--- config.mk ---
export PLATFORM = sky130hd
export DESIGN_NAME = mct
export DESIGN_NICKNAME = d
export VERILOG_FILES = /design/src/rtl/mct_pkg.sv /design/src/rtl/mct.sv
export SDC_FILE = /design/constraint.sdc
export NUM_CORES = 1
export LEC_CHECK = 0
export BUFFER_PORTS_ARGS = -buffer_cell sky130_fd_sc_hd__buf_2
export CAP_MARGIN = 20
export CORE_ASPECT_RATIO = 0.5
export CORE_MARGIN = 5
export CORE_UTILIZATION = 40
export DETAILED_ROUTE_END_ITERATION = 12
export GPL_ROUTABILITY_DRIVEN = 0
export SYNTH_ARGS = -nofsm -noshare
export SYNTH_HDL_FRONTEND = slang
export SYNTH_SLANG_ARGS = --single-unit
--- constraint.sdc ---
create_clock -name clk -period 7.8 [get_ports clk]
set_input_delay 1.17 -clock clk [delete_from_list [all_inputs] [get_ports clk]]
set_output_delay 1.17 -clock clk [all_outputs]
set_load 0.03 [all_outputs]
--- src/rtl/mct_pkg.sv ---
// Shared definitions for the memory controller and its clients:
// size codes, controller state encoding, client port ids.
package mct_pkg;

    localparam logic [1:0] CU_BYTE = 2'h0;
    localparam logic [1:0] CU_HALF = 2'h1;
    localparam logic [1:0] CU_WORD = 2'h3;

    typedef enum logic [1:0] {
        S_IDLE,
        S_RD,
        S_WR,
        S_DONE
    } state_t;

    typedef enum logic {
        PORT_IF,
        PORT_MM
    } port_t;

    // Code 2 is unused by the clients and is treated as a word.
    function automatic logic [2:0] cu_nbytes(input logic [1:0] cu);
        case (cu)
            CU_BYTE: return 3'd1;
            CU_HALF: return 3'd2;
            default: return 3'd4;
        endcase
    endfunction

endpackage

--- src/rtl/mct.sv ---
// Memory controller: arbitrates fetch and MEM clients onto a byte-wide RAM,
// serializing each request into 1/2/4 little-endian byte accesses.
module mct
    import mct_pkg::*;
#(
    parameter int unsigned ADDR_W = 32
) (
    input  logic              clk,
    input  logic              rst,
    input  logic [ADDR_W-1:0] if_a,
    input  logic              if_e,
    output logic [31:0]       if_n_o,
    output logic              if_ok,
    input  logic [ADDR_W-1:0] mm_a,
    input  logic [31:0]       mm_n_i,
    input  logic              mm_wr,
    input  logic              mm_e,
    input  logic [1:0]        mm_cu,
    output logic [31:0]       mm_n_o,
    output logic              mm_ok,
    output logic [ADDR_W-1:0] ram_a,
    output logic [7:0]        ram_dout,
    input  logic [7:0]        ram_din,
    output logic              ram_wr
);

    state_t            state_q, state_d;
    port_t             port_q, port_d;
    logic [ADDR_W-1:0] addr_q, addr_d;
    logic [2:0]        nb_q, nb_d;
    logic [2:0]        cnt_q, cnt_d;
    logic [31:0]       dat_q, dat_d;
    logic [31:0]       asm_q, asm_d;
    logic [ADDR_W-1:0] ram_a_q, ram_a_d;
    logic [7:0]        ram_dout_q, ram_dout_d;
    logic              ram_wr_q, ram_wr_d;
    logic [31:0]       if_n_q, if_n_d;
    logic [31:0]       mm_n_q, mm_n_d;
    logic              if_ok_q, if_ok_d;
    logic              mm_ok_q, mm_ok_d;
    logic [1:0]        lane;

    always_ff @(posedge clk or posedge rst) begin
        if (rst) begin
            state_q    <= S_IDLE;
            port_q     <= PORT_IF;
            addr_q     <= '0;
            nb_q       <= '0;
            cnt_q      <= '0;
            dat_q      <= '0;
            asm_q      <= '0;
            ram_a_q    <= '0;
            ram_dout_q <= '0;
            ram_wr_q   <= 1'b0;
            if_n_q     <= '0;
            mm_n_q     <= '0;
            if_ok_q    <= 1'b0;
            mm_ok_q    <= 1'b0;
        end else begin
            state_q    <= state_d;
            port_q     <= port_d;
            addr_q     <= addr_d;
            nb_q       <= nb_d;
            cnt_q      <= cnt_d;
            dat_q      <= dat_d;
            asm_q      <= asm_d;
            ram_a_q    <= ram_a_d;
            ram_dout_q <= ram_dout_d;
            ram_wr_q   <= ram_wr_d;
            if_n_q     <= if_n_d;
            mm_n_q     <= mm_n_d;
            if_ok_q    <= if_ok_d;
            mm_ok_q    <= mm_ok_d;
        end
    end

    always_comb begin
        state_d    = state_q;
        port_d     = port_q;
        addr_d     = addr_q;
        nb_d       = nb_q;
        cnt_d      = cnt_q;
        dat_d      = dat_q;
        asm_d      = asm_q;
        ram_a_d    = ram_a_q;
        ram_dout_d = ram_dout_q;
        ram_wr_d   = 1'b0;
        if_n_d     = if_n_q;
        mm_n_d     = mm_n_q;
        if_ok_d    = 1'b0;
        mm_ok_d    = 1'b0;
        // Byte captured in RD cycle k+1 belongs to lane k.
        lane       = cnt_q[1:0] - 2'd1;

        case (state_q)
            S_IDLE: begin
                if (mm_e) begin
                    port_d  = PORT_MM;
                    addr_d  = mm_a;
                    nb_d    = cu_nbytes(mm_cu);
                    cnt_d   = '0;
                    asm_d   = '0;
                    ram_a_d = mm_a;
                    if (mm_wr) begin
                        ram_dout_d = mm_n_i[7:0];
                        dat_d      = {8'h00, mm_n_i[31:8]};
                        ram_wr_d   = 1'b1;
                        state_d    = S_WR;
                    end else begin
                        state_d = S_RD;
                    end
                end else if (if_e) begin
                    port_d  = PORT_IF;
                    addr_d  = if_a;
                    nb_d    = 3'd4;
                    cnt_d   = '0;
                    asm_d   = '0;
                    ram_a_d = if_a;
                    state_d = S_RD;
                end
            end

            S_RD: begin
                cnt_d = cnt_q + 3'd1;
                if (cnt_q != 3'd0) begin
                    asm_d[{lane, 3'b000} +: 8] = ram_din;
                end
                if (cnt_q + 3'd1 < nb_q) begin
                    ram_a_d = addr_q + ADDR_W'(cnt_q + 3'd1);
                end
                if (cnt_q == nb_q) begin
                    state_d = S_DONE;
                    cnt_d   = '0;
                    if (port_q == PORT_IF) begin
                        if_n_d  = asm_d;
                        if_ok_d = 1'b1;
                    end else begin
                        mm_n_d  = asm_d;
                        mm_ok_d = 1'b1;
                    end
                end
            end

            S_WR: begin
                if (cnt_q + 3'd1 < nb_q) begin
                    cnt_d      = cnt_q + 3'd1;
                    ram_a_d    = addr_q + ADDR_W'(cnt_q + 3'd1);
                    ram_dout_d = dat_q[7:0];
                    dat_d      = {8'h00, dat_q[31:8]};
                    ram_wr_d   = 1'b1;
                end else begin
                    state_d = S_DONE;
                    cnt_d   = '0;
                    if (port_q == PORT_IF) begin
                        if_ok_d = 1'b1;
                    end else begin
                        mm_ok_d = 1'b1;
                    end
                end
            end

            S_DONE: begin
                state_d = S_IDLE;
            end

            default: begin
                state_d = S_IDLE;
            end
        endcase
    end

    assign ram_a    = ram_a_q;
    assign ram_dout = ram_dout_q;
    assign ram_wr   = ram_wr_q;
    assign if_n_o   = if_n_q;
    assign mm_n_o   = mm_n_q;
    assign if_ok    = if_ok_q;
    assign mm_ok    = mm_ok_q;

endmodule
==> results of run 1 <==
[layout make-up]
class,instances,area share
flip-flops and latches,204,0.432
multi-input cells,696,0.377
repair buffers,227,0.0982
clock buffers,27,0.0480
well taps,336,0.0356
inverters,22,0.00762
clock inverters,3,0.00222
[worst max-delay path, delay by kind of cell (launching register included)]
family | cells | cell delay [ns]
muxes | 1 | 0.31
DFF | 1 | 0.57
buffers and inverters | 3 | 0.56
and+or+nand+nor | 2 | 0.96
AOI/OAI and AO/OA | 2 | 0.38
adders and majority gates | 2 | 0.45
[cell usage in the layout (no fill, tap or decap), types with 20 or more instances in the layout]
cell	n
buf_2	217
dfrtp_1	204
nand2_1	150
o21ai_0	84
mux2i_1	59
nor2_1	59
a21oi_1	57
a22oi_1	34
a22o_1	34
o21ai_2	26
nand3_1	20
clkbuf_16	20
[kinds of logic after synthesis]
logic type	after synthesis	synth area share
simple gates	298	0.141
compound gates	295	0.197
flops	204	0.513
buf+inv	85	0.0409
mux	66	0.0673
xor+xnor	20	0.0176
fa+ha+maj	17	0.0221
[worst paths after layout]
path                       startpoint  slack, ns          to
max                          cnt_q[0]       4.47   ram_a[26]
min                        mm_n_o[16]       0.47  mm_n_o[16]
max reg2reg                  cnt_q[0]       4.47   ram_a[26]
min reg2reg                mm_n_o[16]       0.47  mm_n_o[16]
max in group asynchronous         rst       5.48  addr_q[13]
min in group asynchronous         rst       0.82  mm_n_o[23]
[power by group]
part / internal [mW] / switching, mW
sequential: 1.50 / 0.295
clock: 0.506 / 0.402
combinational: 0.864 / 1.77
[cell usage after synthesis, drive strengths merged (16+ instances only)]
master and count:
a21oi 57, a22o 34, a22oi 34, buf 40, clkbuf 23, dfrtp 204, ha 16, inv 19
mux2i 59, nand2 151, nand3 21, nor2 59, o21ai 113, xor2 16
[through the flow]
stage	total power, mW	setup WS [ns]	hold WS, ns	area (um2)	cells
final	5.33	4.47	0.471	11800	1515
after global routing	5.75	4.24	0.489	11800	1515
after CTS	5.40	4.41	0.476	11800	1515
after detailed placement	4.48	4.26	0.463	11200	1485
after global placement	4.39	4.32	0.454	11200	1485
after floorplan	3.73	1.06	0.438	9940	985
[routing by layer]
layer  wire [um]  track usage  part of all wire
met5           0            0                 0
met4         546       0.0398             0.020
met3        1210       0.0330             0.045
met2       12600        0.304              0.47
met1       12400        0.263              0.46
[state kept, by name, summed over array words and instances (netlist names), 2 cells and up]
| name | count |
|---|---|
| mm_n_o | 32 |
| asm_q | 32 |
| if_n_o | 32 |
| cnt_q | 3 |
| nb_q | 3 |
| state_q | 2 |
| ram_dout | 8 |
| ram_a | 32 |
| dat_q | 24 |
| addr_q | 32 |
==> results.sh, run 1 <==
export IMPL_status="finished clean"
export IMPL_postCtsHoldBufs=0
export IMPL_port_buffer_count=217
export IMPL_crit_type="reg2reg"
export IMPL_cp_data_arrival_time_ns=3.72
export IMPL_drive_above_1_share=0.254
export IMPL_syn_avg_cell_area_um2=10.1
export IMPL_yosys_most_used_dff="dfrtp_1"
export IMPL_relSlewSlack=0.289
export IMPL_die_y_um=121
export IMPL_finish_utilization=0.488
export IMPL_grt_pass1_vias=8048
export IMPL_clkTransAtPathRegs_ns=0.07
export IMPL_hold_violations=0
export IMPL_netlist_area_um2=9940
export IMPL_area_growth_pct=18.9
export IMPL_critPathMostFrequentCell="inv_1"
export IMPL_die_area_um2=28300
export IMPL_clk_path_buf_depth=3
export IMPL_die_width_um=233
export IMPL_start_kind="flip-flop"
export IMPL_seq_area_um2=5100
export IMPL_multi_input_area_um2=4450
export IMPL_numCtsBuffers=20
export IMPL_cp_required_ns=8.20
export IMPL_cp_cell_sequence="inv_1 > ha_1 > inv_1 > fa_1 > a21oi_1 > nor3_1 > buf_4 > nand4_1 > mux2_2 > a32o_1"
export IMPL_fin_crit_sh=0.427
export IMPL_post_cts_resized=0
export IMPL_wl_per_cell_um=17.7
export IMPL_synth_nets=1113
export IMPL_wl_mm=26.8
export IMPL_holdPathStages=2
export IMPL_synth_edf_count=0
export IMPL_num_vias=8047
export IMPL_grt_pass1_wl_mm=43.2
export IMPL_finalSetupViolCount=0
export IMPL_yosysSeqAreaShare=0.513
export IMPL_initial_core_util=0.411
export IMPL_synth_top_area_share=0.513
export IMPL_min_period_ns=3.33
export IMPL_max_freq_mhz=300
export IMPL_fin_nets=1299
export IMPL_rsz0062_at_grt="no"
export IMPL_vias_per_cell=5.31
export IMPL_ys_types=63
export IMPL_yosysWarningCount=0
export IMPL_skew_ns=0.0101
export IMPL_synth_seq_cells=204
export IMPL_num_fill_cells=2335
export IMPL_vdd_drop_max_mv=0.197
export IMPL_first_pass_iters=5
export IMPL_cp_slowest_cell="nor3_1"
export IMPL_io_pins=218
export IMPL_worstMarginPinSlew_ns=1.06
export IMPL_maxCapViolCount=0
export IMPL_drv_slew=0
export IMPL_grt_overflow=0
export IMPL_synth_area_leaders="dfrtp_1 51%, mux2i_1 5.9%, nand2_1 5.7%"
export IMPL_rr_worst_depth=10
export IMPL_dp_hpwl_mm=18.8
export IMPL_antenna_left=0
export IMPL_grt_use_total=0.187
export IMPL_cts_setup_buffers=0
export IMPL_p_leak_nw=5.66
export IMPL_yosys_area_top_type="dfrtp_1"
export IMPL_antenna_cells=0
export IMPL_slowest_delay_ns=0.86
export IMPL_cts_tree="yes"
export IMPL_grt_max_degree=137
export IMPL_critPathMaxFanout=9
export IMPL_min_path_type="reg2reg"
export IMPL_synthArstFlopShare=1.00
export IMPL_rows=40
export IMPL_core_area_um2=24200
export IMPL_htree_levels=1
export IMPL_cts_root_buf="clkbuf_16"
export IMPL_antenna_found_initial=0
export IMPL_critPathCaptureType="flip-flop"
export IMPL_pwr_density_cell_nw_per_um2=451
export IMPL_synth_cells=985
export IMPL_drt_drc_violations_left=0
export IMPL_drt_iter0_markers=627
export IMPL_insertion_delay_ns=0.51
export IMPL_cts_num_sinks=204
export IMPL_tns_ns=0
Power figures use the tool's default switching activity.
==> run 2, diff against run 1 <==
==> constraint.sdc (replaced) <==
create_clock -name clk -period 3.07 [get_ports clk]
set_input_delay 0.4605 -clock clk [delete_from_list [all_inputs] [get_ports clk]]
set_output_delay 0.4605 -clock clk [all_outputs]
set_load 0.03 [all_outputs]
==> run 2 against run 1 <==
  * Clock-buffer cell count up 2
  * Die area unchanged
  * Routed wire length up 1.1%
  * Final cell count up 1.5%
  * Flip-flop and latch count unchanged
  * Power rose to 2.6 times the previous value
  * Via count up 1.6%
  * Setup slack worse by 4.2 ns
  * Fmax up 20%
  * Clock skew up 0.0020 ns
  * Clock power rose to 2.7 times the previous value
  * Register-to-register slack worse by 4.2 ns
  * Largest power group unchanged
  * Highest routed layer unchanged
==> results.sh, run 2 (synthesis gave the netlist of run 1 again) <==
export IMPL_grt_pass1_vias=8168
export IMPL_io_pins=218
export IMPL_drv_slew=0
export IMPL_cts_setup_buffers=0
export IMPL_relSlewSlack=0.451
export IMPL_wl_per_cell_um=17.6
export IMPL_r2r_start="cnt_q[1]"
export IMPL_die_area_um2=28300
export IMPL_first_pass_iters=6
export IMPL_port_buffer_count=217
export IMPL_die_y_um=121
export IMPL_numCtsBuffers=21
export IMPL_core_area_um2=24200
export IMPL_worst_slack_ns=0.297
export IMPL_final_cell_mix="217 x buf_2, 204 x dfrtp_1, 150 x nand2_1, 83 x o21ai_0"
export IMPL_drt_drc_violations_left=0
export IMPL_hold_violations=0
export IMPL_antenna_left=0
export IMPL_min_path_type="in2async"
export IMPL_finalSetupViolCount=0
export IMPL_antenna_cells=0
export IMPL_clkTransAtPathRegs_ns=0.07
export IMPL_antenna_found_initial=0
export IMPL_area_growth_pct=21.0
export IMPL_postCtsHoldBufs=0
export IMPL_rows=40
export IMPL_status="finished clean"
export IMPL_htree_levels=1
export IMPL_min_period_ns=2.77
export IMPL_fin_nets=1319
export IMPL_grt_max_degree=107
export IMPL_cts_root_buf="clkbuf_16"
export IMPL_worstMarginPinSlew_ns=0.824
export IMPL_grt_pass1_wl_mm=43.6
export IMPL_grt_use_total=0.189
export IMPL_maxCapViolCount=0
export IMPL_pwr_density_cell_nw_per_um2=1160
export IMPL_vdd_drop_max_mv=0.560
export IMPL_skew_ns=0.0121
export IMPL_drt_iter0_markers=532
export IMPL_post_cts_resized=0
export IMPL_drive_above_1_share=0.266
export IMPL_final_common_cell="buf_2"
export IMPL_rrSetupSlack_ns=0.30
export IMPL_crit_type="reg2reg"
export IMPL_fin_total_pwr_mw=14.0
export IMPL_initial_core_util=0.411
export IMPL_clk_path_buf_depth=3
export IMPL_p_leak_nw=5.78
export IMPL_rr_worst_depth=8
export IMPL_insertion_delay_ns=0.50
export IMPL_num_fill_cells=2340
export IMPL_critPathMaxFanout=14
export IMPL_dp_hpwl_mm=19.4
export IMPL_critPathCaptureType="flip-flop"
export IMPL_cp_data_arrival_time_ns=3.16
export IMPL_fin_crit_sh=0.903
export IMPL_pre_cts_ws_ns=0.294
export IMPL_die_width_um=233
export IMPL_wl_mm=27.1
export IMPL_cts_num_sinks=204
export IMPL_rsz0062_at_grt="no"
export IMPL_cp_required_ns=3.46
export IMPL_vias_per_cell=5.32
export IMPL_r2r_end="ram_a[8]"
export IMPL_max_freq_mhz=361
export IMPL_num_vias=8179
export IMPL_grt_overflow=0
export IMPL_cts_tree="yes"
export IMPL_start_kind="flip-flop"
export IMPL_tns_ns=0
==> run 2: cell types whose count changed in the layout (fill, tap and decap cells not counted), sizes merged <==
cell / delta
buf: +19
clkbuf: +2
bufinv: +1
clkinv: -1
clkinvlp: +1
==> run 2: area by class of cell <==
type,count,area (um2),share of cell area
multi-input combinational,696,4450,0.370
clock buffer,29,596,0.0495
sequential,204,5100,0.424
inverter,22,86.3,0.00717
timing repair buffer,246,1330,0.110
tap,336,420,0.0349
clock inverter,4,48.8,0.00405
==> run 2: where the power goes <==
group          leakage (nW)  total, mW  internal, mW  switching [mW]
combinational          2.86       6.95          2.37            4.58
clock                 0.319       2.47          1.43            1.04
sequential             2.61       4.54          3.81           0.726
==> run 2: stage by stage <==
stage / utilization / cells / hold WS [ns] / area, um2
floorplan: - / 985 / 0.438 / 9950
global route: 0.497 / 1537 / 0.141 / 12000
finish: 0.497 / 1537 / 0.130 / 12000
CTS: 0.497 / 1537 / 0.110 / 12000
global placement: 0.470 / 1504 / 0.453 / 11400
detailed placement: 0.470 / 1504 / 0.457 / 11400
==> run 2: worst max-delay path by stage <==
stage / end / slack [ns] / from
CTS: ram_a[8] / 0.26 / cnt_q[1]
global placement: ram_a[8] / 0.41 / cnt_q[1]
finish: ram_a[8] / 0.30 / cnt_q[1]
detailed placement: ram_a[8] / 0.29 / cnt_q[1]
global route: ram_a[0] / 0.09 / cnt_q[1]
floorplan: addr_q[0] / -0.03 / rst
==> run 2: critical path: stages (launching register included) <==
cell and delay (ns):
dfrtp_1 0.52, inv_1 0.13, ha_1 0.43, ha_1 0.36, nand3b_1 0.10, nand3_1 0.12
a21o_1 0.38, buf_4 0.27, mux2_2 0.34
==> run 2: metal layers <==
metal	part of all wire	GRT usage	vias up
met5	0	0	-
met4	0.022	0.0435	0
met3	0.049	0.0346	48
met2	0.48	0.316	203
met1	0.45	0.258	3987
li1	-	-	3941
